## src/rtl/csi2_raw10_depacker.sv

```systemverilog
// csi2_raw10_depacker: turns RAW10 long-packet payload beats into 4-pixel
// (40-bit) groups with start-of-frame / end-of-line markers, tracks FS/FE
// framing, drops foreign long packets and flags malformed lines.
module csi2_raw10_depacker #(
  parameter logic [5:0] RAW10_DT = 6'h2B,
  parameter logic [5:0] FS_DT    = 6'h00,
  parameter logic [5:0] FE_DT    = 6'h01
) (
  input  logic        clk_i,
  input  logic        rst_n_i,
  input  logic        short_pkt_valid_i,
  input  logic [5:0]  short_pkt_data_type_i,
  input  logic        long_pkt_header_valid_i,
  input  logic [5:0]  long_pkt_data_type_i,
  input  logic [15:0] long_pkt_word_cnt_i,
  input  logic [31:0] long_pkt_payload_i,
  input  logic        long_pkt_payload_valid_i,
  input  logic [3:0]  long_pkt_payload_be_i,
  input  logic        long_pkt_eop_i,
  output logic [39:0] pix_tdata_o,
  output logic        pix_tvalid_o,
  output logic        pix_tuser_o,
  output logic        pix_tlast_o,
  output logic [15:0] line_cnt_o,
  output logic        line_err_o,
  output logic        dropped_pkt_o
);

  typedef enum logic [1:0] {
    ST_IDLE  = 2'd0,
    ST_FRAME = 2'd1,
    ST_LINE  = 2'd2
  } state_t;

  state_t      state_q, state_d;
  logic [63:0] buf_q, buf_d;           // byte buffer, oldest byte in [7:0]
  logic [3:0]  cnt_q, cnt_d;           // valid bytes held in buf_q
  logic        sof_pending_q, sof_pending_d;
  logic [39:0] pix_tdata_q, pix_tdata_d;
  logic        pix_tvalid_q, pix_tvalid_d;
  logic        pix_tuser_q, pix_tuser_d;
  logic        pix_tlast_q, pix_tlast_d;
  logic [15:0] line_cnt_q, line_cnt_d;
  logic        line_err_q, line_err_d;
  logic        dropped_pkt_q, dropped_pkt_d;

  logic [31:0] payload_masked;
  logic [2:0]  beat_bytes;
  logic [63:0] merged;
  logic [3:0]  total;
  logic        beat_in_line;
  logic        eop_in_line;
  logic        group_ready;
  logic [3:0]  rem_cnt;
  logic [63:0] rem_buf;
  logic [39:0] group_pix;
  logic        hdr_len_bad;

  // Zero disabled byte lanes so they never pollute the buffer.
  for (genvar gi = 0; gi < 4; gi++) begin : g_mask
    assign payload_masked[8*gi +: 8] =
      long_pkt_payload_be_i[gi] ? long_pkt_payload_i[8*gi +: 8] : 8'h00;
  end

  assign beat_bytes = {2'b00, long_pkt_payload_be_i[0]} + {2'b00, long_pkt_payload_be_i[1]}
                    + {2'b00, long_pkt_payload_be_i[2]} + {2'b00, long_pkt_payload_be_i[3]};

  // New bytes land directly above the bytes already buffered (cnt_q <= 4 here).
  assign merged       = buf_q | ({32'h0, payload_masked} << {cnt_q, 3'b000});
  assign total        = cnt_q + {1'b0, beat_bytes};
  assign beat_in_line = (state_q == ST_LINE) && long_pkt_payload_valid_i;
  assign eop_in_line  = beat_in_line && long_pkt_eop_i;
  assign group_ready  = beat_in_line && (total >= 4'd5);
  assign rem_cnt      = group_ready ? (total - 4'd5) : total;
  assign rem_buf      = group_ready ? (merged >> 40) : merged;

  // Pixel i = {byte i, the matching 2-bit slice of the shared fifth byte}.
  for (genvar gi = 0; gi < 4; gi++) begin : g_pix
    assign group_pix[10*gi +: 10] = {merged[8*gi +: 8], merged[32 + 2*gi +: 2]};
  end

  assign hdr_len_bad = (long_pkt_word_cnt_i == 16'd0) ||
                       ((long_pkt_word_cnt_i % 16'd5) != 16'd0);

  // Next-state: payload is handled first, then headers, then short packets,
  // so a short packet sharing a cycle with the eop beat sees the line finish.
  always_comb begin
    state_d       = state_q;
    buf_d         = buf_q;
    cnt_d         = cnt_q;
    sof_pending_d = sof_pending_q;
    pix_tdata_d   = pix_tdata_q;
    pix_tvalid_d  = 1'b0;
    pix_tuser_d   = 1'b0;
    pix_tlast_d   = 1'b0;
    line_cnt_d    = line_cnt_q;
    line_err_d    = 1'b0;
    dropped_pkt_d = 1'b0;

    if (beat_in_line) begin
      if (group_ready) begin
        pix_tvalid_d  = 1'b1;
        pix_tdata_d   = group_pix;
        pix_tuser_d   = sof_pending_q;
        sof_pending_d = 1'b0;
      end
      if (long_pkt_eop_i) begin
        state_d = ST_FRAME;
        buf_d   = 64'h0;
        cnt_d   = 4'd0;
        if (group_ready && (rem_cnt == 4'd0)) begin
          pix_tlast_d = 1'b1;
          line_cnt_d  = line_cnt_q + 16'd1;
        end else begin
          line_err_d = 1'b1;
        end
      end else begin
        buf_d = rem_buf;
        cnt_d = rem_cnt;
      end
    end

    if (long_pkt_header_valid_i) begin
      if ((state_q == ST_FRAME) && (long_pkt_data_type_i == RAW10_DT)) begin
        if (hdr_len_bad) begin
          line_err_d = 1'b1;
        end else begin
          state_d = ST_LINE;
          buf_d   = 64'h0;
          cnt_d   = 4'd0;
        end
      end else begin
        dropped_pkt_d = 1'b1;
      end
    end

    if (short_pkt_valid_i) begin
      if (short_pkt_data_type_i == FS_DT) begin
        // A frame start that cuts an unfinished line truncates it.
        if ((state_q == ST_LINE) && !eop_in_line) begin
          line_err_d = 1'b1;
        end
        state_d       = ST_FRAME;
        sof_pending_d = 1'b1;
        line_cnt_d    = 16'd0;
        buf_d         = 64'h0;
        cnt_d         = 4'd0;
      end else if ((short_pkt_data_type_i == FE_DT) && (state_q != ST_IDLE)) begin
        if ((state_q == ST_LINE) && !eop_in_line) begin
          line_err_d = 1'b1;
        end
        state_d = ST_IDLE;
        buf_d   = 64'h0;
        cnt_d   = 4'd0;
      end
    end
  end

  // State and output registers with synchronous active-low reset.
  always_ff @(posedge clk_i) begin
    if (!rst_n_i) begin
      state_q       <= ST_IDLE;
      buf_q         <= 64'h0;
      cnt_q         <= 4'd0;
      sof_pending_q <= 1'b0;
      pix_tdata_q   <= 40'h0;
      pix_tvalid_q  <= 1'b0;
      pix_tuser_q   <= 1'b0;
      pix_tlast_q   <= 1'b0;
      line_cnt_q    <= 16'd0;
      line_err_q    <= 1'b0;
      dropped_pkt_q <= 1'b0;
    end else begin
      state_q       <= state_d;
      buf_q         <= buf_d;
      cnt_q         <= cnt_d;
      sof_pending_q <= sof_pending_d;
      pix_tdata_q   <= pix_tdata_d;
      pix_tvalid_q  <= pix_tvalid_d;
      pix_tuser_q   <= pix_tuser_d;
      pix_tlast_q   <= pix_tlast_d;
      line_cnt_q    <= line_cnt_d;
      line_err_q    <= line_err_d;
      dropped_pkt_q <= dropped_pkt_d;
    end
  end

  assign pix_tdata_o   = pix_tdata_q;
  assign pix_tvalid_o  = pix_tvalid_q;
  assign pix_tuser_o   = pix_tuser_q;
  assign pix_tlast_o   = pix_tlast_q;
  assign line_cnt_o    = line_cnt_q;
  assign line_err_o    = line_err_q;
  assign dropped_pkt_o = dropped_pkt_q;

endmodule

```

## config.mk

```make
export PLATFORM = sky130hd
export DESIGN_NAME = csi2_raw10_depacker
export DESIGN_NICKNAME = d
export VERILOG_FILES = /design/src/rtl/csi2_raw10_depacker.sv
export SDC_FILE = /design/constraint.sdc
export NUM_CORES = 1
export LEC_CHECK = 0
export ABC_CLOCK_PERIOD_IN_PS = 18050
export CAP_MARGIN = 20
export CORE_ASPECT_RATIO = 1.4
export CORE_MARGIN = 3
export CORE_UTILIZATION = 49
export DETAILED_ROUTE_END_ITERATION = 10
export PLACE_DENSITY = 0.81
export SLEW_MARGIN = 10
export SYNTH_ARGS = -nofsm -noshare
export SYNTH_HDL_FRONTEND = slang
export SYNTH_SLANG_ARGS = --single-unit
```

## constraint.sdc

```tcl
create_clock -name clk_i -period 18.05 [get_ports clk_i]
set_input_delay 3.61 -clock clk_i [delete_from_list [all_inputs] [get_ports clk_i]]
set_output_delay 3.61 -clock clk_i [all_outputs]
set_load 0.02 [all_outputs]
```

After elaboration in Yosys (flattened, before gate mapping)
Cells that the tools add are included.

cells by class
  add/sub/neg operators = 6
  div/mod/pow operators = 1
  order comparisons = 1
  equal/unequal tests = 4
  shifts and indexed selects = 1
  multiplexer cells = 52
  bitwise gates (word level) = 1
  reduce and logical (&&, ||, !) cells = 19

operators with widths
  kind                                                                       count
  64-bit two-way mux                                                         9
  16-bit two-way mux                                                         5
  64-bit OR                                                                  1
  32-bit by 7-bit << shifter with 64-bit output                              1
  4-bit two-way mux                                                          9
  8-bit two-way mux                                                          4
  1-bit two-way mux                                                          17
  16-bit by 1-bit adder with 16-bit output (second input constant)           1
  16-bit logical NOT                                                         1
  16-bit by 3-bit remainder unit with 16-bit output (second input constant)  1
  2-bit two-way mux                                                          8
  16-bit nonzero test                                                        1
  1-bit logical AND                                                          7
  6-bit by 1-bit equality test with 1-bit output (second input constant)     1
  6-bit equality test (second input constant)                                1
  6-bit logical NOT                                                          1
  2-bit AND reduction                                                        3
  3-bit AND reduction                                                        2
  4-bit by 3-bit adder with 4-bit output                                     1
  4-bit by 3-bit >= comparator with 1-bit output (second input constant)     1
  4-bit logical NOT                                                          1
  4-bit by 3-bit subtractor with 4-bit output (second input constant)        1
  2-bit by 1-bit adder with 3-bit output                                     1
  3-bit by 1-bit adder with 3-bit output                                     1
  6 further kinds                                                            6

storage, ports and cells
  register bits = 132

Logic depth before layout (Yosys ltp)
Gate-level depths: netlist of the first run.

  depth in word-level cells = 19
  gate-level depth with buffers = 28
  gate-level depth less buffers = 21

Worst setup path before layout of the first run
Ideal clock, no wire load.

  path kind = input port to flip-flop
  from = in long_pkt_word_cnt_i[14]
  to = reg buf_q[8]
  arrival = 8.537 ns
  slack = 9.396 ns
  cell stages on the path = 25
  cells stage by stage = buf_6 > or3b_1 > or3b_1 > a32oi_1 > a31oi_2 > a21boi_2 > o31ai_1 > buf_2 > maj3_1 > o211ai_2 > o21ai_1 > and3_1 > a2111oi_0 > and4_1 > clkbuf_1 > ha_1 > a22oi_1 > a221oi_2 > a211oi_4 > a2111oi_2 > o311ai_1 > o21ai_2 > buf_6 > buf_6 > nor2_1

on the way
  cells in the longest elaborated chain, start to end = 9

ends and longest elaborated chain
  item                                               line  RTL
  from (decl)                                        15    input logic [15:0] long_pkt_word_cnt_i,
  16-bit by 3-bit remainder unit with 16-bit output  83    ((long_pkt_word_cnt_i % 16'd5) != 16'd0);
  16-bit nonzero test                                83
  1-bit logical OR (*)                               82    assign hdr_len_bad = (long_pkt_word_cnt_i == 16'd0) ||
  64-bit two-way mux (*)                             125   if (hdr_len_bad) begin
  64-bit two-way mux (*)                             124   if ((state_q == ST_FRAME) && (long_pkt_data_type_i == RAW10_DT)) begin
  64-bit two-way mux (*)                             123   if (long_pkt_header_valid_i) begin
  64-bit two-way mux                                 148   end else if ((short_pkt_data_type_i == FE_DT) && (state_q != ST_IDLE)) begin
  64-bit two-way mux                                 138   if (short_pkt_data_type_i == FS_DT) begin
  64-bit two-way mux (*)                             137   if (short_pkt_valid_i) begin
  to (signal assigned)                               175   buf_q <= buf_d;
  to (decl)                                          36    logic [63:0] buf_q, buf_d;

Mark *: on every way between the ends. The rest lies on a longest branch, timed or not.
A chain may end at the register's enable or synchronous reset.

Worst setup path in the final report of the first run
  from = in long_pkt_word_cnt_i[12]
  to = reg buf_q[54]

Same word-level chain as after synthesis.

==> key figures, run 1 <==
Synth
  – Number of synthesized register bits: 132
  – Number of synthesized flops with an enable pin: 0
  – Post-Synth XOR/XNOR Area: 0.0231
  – Main combinational cell family by area after synthesis: compound AO/OA/AOI/OAI gates
  – Post-synthesis simple-gate area fraction: 0.263
  – Synth top area cells: dfxtp_1 (30%), a21oi_1 (6.2%), nor2_1 (5.8%)
  – Yosys warnings: 0
  – Register area share after synthesis: 0.305
  – Net count after synthesis: 1222
  – Syn Area/Cell: 7.59 µm²
  – Top FF cell, synth: dfxtp_1
  – Async set-or-reset flop fraction in the synthesized netlist: 0
  – Top-area cell type share of the netlist area: 0.305
  – Synthesized area: 8680 µm²
  – Biggest area consumer among synthesized cells: dfxtp_1
  – Synth Area in Compound Gates: 0.303
  – Adder-cell share of the synthesized area: 0.0167
  – Mapped Cells: 1143
  – Mux contribution to synthesized area: 0.0293
  – Distinct cells, synth: 93

STA
  – Worst-margin pin slew: 1.10 ns
  – Tcrit/Tclk final: 0.608
  – Shortest period the worst path allows: 10.97 ns
  – Rel. slew slack: 0.257
  – Final setup vio count: 0
  – Minimum hold slack: 0.472 ns
  – F_max: 0.0912 GHz
  – Final Hold Fails: 0
  – Fin Clk Skew: 0.00649 ns
  – RSZ-0062 raised after global routing: no
  – Slew Limit Fails: 0
  – Final setup TNS: 0 ns

Floorplan
  – Ports: 131
  – Starting density of the core: 0.508
  – Core area: 17100 µm²
  – Die X: 118 µm
  – Die Span Y: 163 µm
  – Rows: 56
  – Die area: 19400 µm²

Run
  – Max-cap violations: 0

Worst setup path
  – Reg2Reg Depth: 17
  – Cell repeated most along the worst path: nor3_1
  – Critical Path AT: 11.23 ns
  – R2r setup slk: 12.83 ns
  – Worst-path cell with the longest stage delay: clkdlybuf4s50_1
  – Worst-path fanout max: 68
  – Crit path from: long_pkt_word_cnt_i[12]
  – Setup Crit Path Kind: in -> reg
  – Crit-path max cell delay: 0.94 ns
  – Critical path required time: 18.31 ns
  – Critical Path End Type: register
  – Worst r2r src: cnt_q[0]
  – Crit path cell chain: clkdlybuf4s50_1 -> nor4bb_1 -> a211oi_2 -> o221ai_2 -> a41oi_1 -> a21boi_2 -> o31ai_1 -> nor3_1 -> a211o_1 -> a21oi_2 -> nor4_1 -> a2111oi_0 -> and4_1 -> ha_1 -> a22oi_1 -> a221oi_2 -> a211oi_4 -> a2111oi_2 -> o311ai_1 -> o21ai_4 -> buf_4 -> nor3_1
  – Crit path to: buf_q[54]
  – Setup crit start kind: input port
  – Worst R2R End: line_cnt_o[11]

Power and ir drop
  – Maximum vdd drop: 0.0000644 V
  – P_leak: 0.00409 µW
  – Total power per unit cell area: 74.6 nW/µm²

Clocking
  – Clock Sinks: 132
  – # resized after CTS: 0
  – Htree depth: 4
  – CTS tree: done
  – Clk_lat worst skew: 0.42 ns
  – Clk Tree Root Cell: clkbuf_16
  – Num CTS Buffers: 17
  – Clock-pin slew on the worst setup and hold paths: 0.06 ns
  – Hold Buf Count CTS: 0
  – Post-CTS setup buffer count: 0
  – Clock tree buffer depth: 2

Placed design
  – Placer Congestion: 0.946
  – Placed Area: 9920 µm²
  – I/O Buffers: 130
  – Final HPWL DP: 17.7 mm
  – Dpl cells: 1419

Route
  – WL final: 26.2 mm
  – Via count: 9094
  – DR pass1 iterations: 6
  – DRT antenna net count: 0
  – DRC Markers: 0
  – 1st-iter DRT viols: 1019
  – Avg Vias per Cell: 6.26
  – DR WL/cell: 18.1 µm

Global route
  – GRT Overall Usage: 0.259
  – Vias in the first global route: 8303
  – Largest net degree at the start of global routing: 82
  – Initial antenna violation count: 0
  – First-pass GRT wire length: 41.8 mm
  – GR Overflow Total: 0

Status
  – Outcome: complete, no violations

Cells and area
  – Finished Layout Cells: 1452
  – Area Overhead vs Synth: 20.9%
  – Ant. Diodes: 0
  – Share of cells above drive strength 1: 0.0918
  – Final instance area: 10500 µm²
  – Layout Nets: 1286

Worst hold path
  – HP Class: reg -> reg
## synth_stat cells (12+ instances only)
| library cell | number |
|---|---|
| a21oi_1 | 108 |
| a22oi_1 | 40 |
| a31oi_1 | 20 |
| buf_2 | 12 |
| clkbuf_1 | 63 |
| dfxtp_1 | 132 |
| inv_1 | 19 |
| mux2i_1 | 22 |
| nand2_1 | 121 |
| nand2b_1 | 18 |
| nand3_1 | 32 |
| nand4_1 | 13 |
| nor2_1 | 133 |
| nor3_1 | 36 |
| nor3_2 | 20 |
| o211a_1 | 41 |
| o21ai_0 | 73 |
| xor2_1 | 14 |
## report_power, final
| group | internal (µW) | switching [µW] | leakage (µW) |
|---|---|---|---|
| clock network | 195 | 138 | 0.000275 |
| logic | 61.0 | 97.5 | 0.00275 |
| registers | 291 | 0.0529 | 0.00106 |
## layout make-up
cell class,instances,area (µm²)
clock buffer,19,443
clock inverter,13,125
fill,1519,6610
inverter,22,82.6
multi-input combinational,893,5530
sequential,132,2640
tap,232,290
timing repair buffer,141,1380
## flip-flops by register name, summed over array words and instances (netlist names)
register and flops:
pix_tlast_o 1, pix_tvalid_o 1, pix_tuser_o 1, sof_pending_q 1, dropped_pkt_o 1, line_err_o 1
pix_tdata_o 40, buf_q 64, cnt_q 4, state_q 2, line_cnt_o 16
## placed cells by master, fill, tap and decap left out, types with 7 or more instances in the layout
cell and count:
a21oi_1 108, a22oi_1 40, a31oi_1 20, and2_1 7, and3_1 11, buf_4 10
clkbuf_16 17, clkdlybuf4s50_1 129, dfxtp_1 132, inv_1 19, mux2i_1 22, nand2_1 121
nand2b_1 18, nand3_1 32, nand4_1 13, nor2_1 133, nor2_2 9, nor2b_1 11
nor3_1 35, nor3_2 21, nor4_1 11, o211a_1 41, o211ai_1 7, o21ai_0 72
o22ai_1 9, or3_1 7, xnor2_1 7, xor2_1 14
## worst min-delay path by stage
| stage | cells after the start | startpoint | slack (ns) | endpoint |
|---|---|---|---|---|
| floorplan | 1 | sof_pending_q | 0.43 | pix_tuser_o |
| global placement | 1 | sof_pending_q | 0.44 | pix_tuser_o |
| detailed placement | 1 | sof_pending_q | 0.45 | pix_tuser_o |
| CTS | 1 | sof_pending_q | 0.46 | pix_tuser_o |
| global route | 1 | sof_pending_q | 0.49 | pix_tuser_o |
| finish | 1 | sof_pending_q | 0.47 | pix_tuser_o |
## critical path: cells and delay by family
family,cells,cell delay [ns]
AO/OA/AOI/OAI,14,4.47
AND/OR/NAND/NOR,5,1.16
buffers and inverters,2,1.64
adder cells (fa/ha/maj),1,0.28
## routing by layer
layer  wire [µm]  part of all wire  track usage
met5           0                 0            0
met4         777             0.030       0.0965
met3        2280             0.087       0.0523
met2       13000              0.50        0.454
met1       10100              0.39        0.314
## logic make-up (layout without fill, tap and decap cells)
family	after synthesis	count (layout)
AOI/OAI and AO/OA	379	379
DFF	132	132
muxes	25	25
and+or+nand+nor	457	457
buffers and inverters	118	195
xor gates and xnor gates	22	22
adders and majority gates	10	10
## per-stage QoR
stage	util	worst slack (ns)	power [µW]
6_report	0.614	7.08	783
5_1_grt	0.614	6.57	810
4_1_cts	0.613	7.21	782
3_5_place_dp	0.580	6.82	452
3_3_place_gp	0.580	7.02	451
2_1_floorplan	-	9.40	413
Power figures use the tool's default switching activity.
==> run 2: changes to the inputs <==
--- a/config.mk
+++ b/config.mk
@@ -5,13 +5,13 @@
 export SDC_FILE = /design/constraint.sdc
 export NUM_CORES = 1
 export LEC_CHECK = 0
-export ABC_CLOCK_PERIOD_IN_PS = 18050
+export ABC_CLOCK_PERIOD_IN_PS = 9600
 export CAP_MARGIN = 20
 export CORE_ASPECT_RATIO = 1.4
 export CORE_MARGIN = 3
 export CORE_UTILIZATION = 49
 export DETAILED_ROUTE_END_ITERATION = 10
-export PLACE_DENSITY = 0.81
+export PLACE_DENSITY = 0.84
 export SLEW_MARGIN = 10
 export SYNTH_ARGS = -nofsm -noshare
 export SYNTH_HDL_FRONTEND = slang
==> constraint.sdc (replaced) <==
create_clock -name clk_i -period 9.6 [get_ports clk_i]
set_input_delay 1.92 -clock clk_i [delete_from_list [all_inputs] [get_ports clk_i]]
set_output_delay 1.92 -clock clk_i [all_outputs]
set_load 0.02 [all_outputs]
==> run 2 against run 1 <==
Hold slack worse by 0.0044 ns. Final cell count unchanged. Largest power group unchanged. Sequential power up 88%. Register-to-register slack worse by 8.5 ns. Final area up 0.91%. Global-route usage up 0.16 points. Critical path depth up 1. Count of clock-buffer cells in the layout unchanged. Via count up 0.33%. Combinational power up 90%. Total power up 100%. Clock skew about the same.
==> key figures, run 2 (synthesized netlist as in run 1, its figures left out) <==
Placed design
  – Final HPWL DP: 17.6 mm (was 17.7 mm)
  – I/O Buffers: 130 (unchanged)
  – Placed Area: 9940 µm² (was 9920 µm²)
  – Dpl cells: 1420 (was 1419)
  – Placer Congestion: 0.953 (was 0.946)

Cells and area
  – Most common cell after layout, fill and taps aside: nor2_1 (unchanged)
  – Ant. Diodes: 0 (unchanged)
  – Top reg by flops: buf_q (unchanged)
  – Area Overhead vs Synth: 22.0% (was 20.9%)
  – Max FFs per register: 64 (unchanged)
  – Most frequent cells in the layout: nor2_1 (133), dfxtp_1 (132), clkdlybuf4s50_1 (129) (unchanged)
  – Layout Nets: 1286 (unchanged)
  – Final Util: 0.619 (was 0.614)
  – Share of cells above drive strength 1: 0.0926 (was 0.0918)
  – Final instance area: 10600 µm² (was 10500 µm²)
  – Finished Layout Cells: 1452 (unchanged)

Global route
  – First-pass GRT wire length: 42.0 mm (was 41.8 mm)
  – GR Overflow Total: 0 (unchanged)
  – Largest net degree at the start of global routing: 82 (unchanged)
  – GRT Overall Usage: 0.260 (was 0.259)
  – Vias in the first global route: 8590 (was 8303)
  – Initial antenna violation count: 1 (was 0)

STA
  – Shortest period the worst path allows: 8.34 ns
  – Slew Limit Fails: 0 (unchanged)
  – Worst-margin pin slew: 1.16 ns (was 1.10 ns)
  – F_max: 0.120 GHz
  – RSZ-0062 raised after global routing: no (unchanged)
  – Final setup vio count: 0 (unchanged)
  – Rel. slew slack: 0.222 (was 0.257)
  – Final setup TNS: 0 ns (unchanged)
  – Tcrit/Tclk final: 0.868
  – Fin Clk Skew: 0.00637 ns (was 0.00649 ns)
  – Final Hold Fails: 0 (unchanged)

Route
  – WL final: 26.2 mm (about the same)
  – DRT antenna net count: 0 (unchanged)
  – DRC Markers: 0 (unchanged)
  – DR WL/cell: 18.0 µm (was 18.1 µm)
  – Avg Vias per Cell: 6.28 (was 6.26)
  – 1st-iter DRT viols: 928 (was 1019)
  – Via count: 9124 (was 9094)
  – DR pass1 iterations: 8 (was 6)

Clocking
  – Post-CTS setup buffer count: 0 (unchanged)
  – # resized after CTS: 0 (unchanged)
  – Clk Tree Root Cell: clkbuf_16 (unchanged)
  – Htree depth: 4 (unchanged)
  – Clk_lat worst skew: 0.42 ns (about the same)
  – Clock-pin slew on the worst setup and hold paths: 0.06 ns (about the same)
  – Hold Buf Count CTS: 0 (unchanged)
  – Num CTS Buffers: 17 (unchanged)
  – Clock Sinks: 132 (unchanged)
  – Clock tree buffer depth: 2 (unchanged)
  – CTS tree: done (unchanged)

Worst setup path
  – R2r setup slk: 4.33 ns (was 12.83 ns)
  – Critical path required time: 9.89 ns (was 18.31 ns)
  – Critical Path End Type: register (unchanged)
  – Setup Crit Path Kind: in -> reg (unchanged)
  – Setup crit start kind: input port (unchanged)
  – Critical Path AT: 8.63 ns (was 11.23 ns)
  – Worst-path fanout max: 68 (unchanged)

Floorplan
  – Die Span Y: 163 µm (unchanged)
  – Die X: 118 µm (unchanged)
  – Core area: 17100 µm² (unchanged)
  – Die area: 19400 µm² (unchanged)
  – Ports: 131 (unchanged)
  – Rows: 56 (unchanged)
  – Starting density of the core: 0.508 (unchanged)

Worst hold path
  – HP Class: reg -> reg (unchanged)

Status
  – Outcome: complete, no violations (unchanged)

Power and ir drop
  – Maximum vdd drop: 0.000120 V (was 0.0000644 V)
  – Total power per unit cell area: 148 nW/µm² (was 74.6 nW/µm²)
  – Design Power: 1570 µW (was 783 µW)
  – P_leak: 0.00414 µW (was 0.00409 µW)

Run
  – Max-cap violations: 0 (unchanged)
-- run 2: critical path, cell delays in order --
cell	delay [ns]
clkdlybuf4s50_1	0.93
nor4bb_1	0.43
a211oi_2	0.10
o221ai_2	0.39
nor4_1	0.12
o31ai_1	0.32
o31ai_1	0.12
buf_4	0.19
or3_1	0.39
a21oi_2	0.20
o21a_1	0.58
nor4_1	0.10
a2111oi_0	0.33
and4_1	0.38
ha_1	0.29
a22oi_1	0.13
a221oi_2	0.36
a211oi_4	0.10
a2111oi_2	0.35
o311ai_1	0.20
o21ai_4	0.18
buf_12	0.34
nor3_1	0.12
-- run 2: final cells by class --
type | count | area (µm²)
clock buffers | 19 | 453
multi-input cells | 893 | 5530
inverters | 22 | 82.6
fillers | 1519 | 6510
repair buffers | 141 | 1390
well taps | 232 | 290
flip-flops and latches | 132 | 2640
clock inverters | 13 | 195
-- run 2: layer usage --
metal	wire (µm)	share of wire	global-route usage	up-vias
met5	13	0.00050	0	-
met4	997	0.038	0.122	2
met3	2170	0.083	0.0572	99
met2	12900	0.49	0.448	453
met1	10100	0.39	0.310	4261
li1	-	-	-	4309
-- run 2: where the power goes --
group / switching, µW / internal, µW / leakage [µW] / total [µW]
clock: 264 / 453 / 0.000319 / 717
combinational: 185 / 116 / 0.00276 / 302
sequential: 0.108 / 548 / 0.00106 / 548
-- run 2: per-stage QoR --
stage | hold slack, ns | setup WS [ns]
after floorplan | 0.430 | 2.64
after global placement | 0.438 | 1.19
after detailed placement | 0.454 | 1.03
after CTS | 0.467 | 1.42
after global routing | 0.476 | 0.603
final | 0.468 | 1.26
-- run 2: worst paths after layout --
path,start,to,cells past startpoint
min reg2reg,sof_pending_q,pix_tuser_o,1
max,long_pkt_word_cnt_i[12],buf_q[53],23
max reg2reg,cnt_q[0],line_cnt_o[11],17
min,sof_pending_q,pix_tuser_o,1
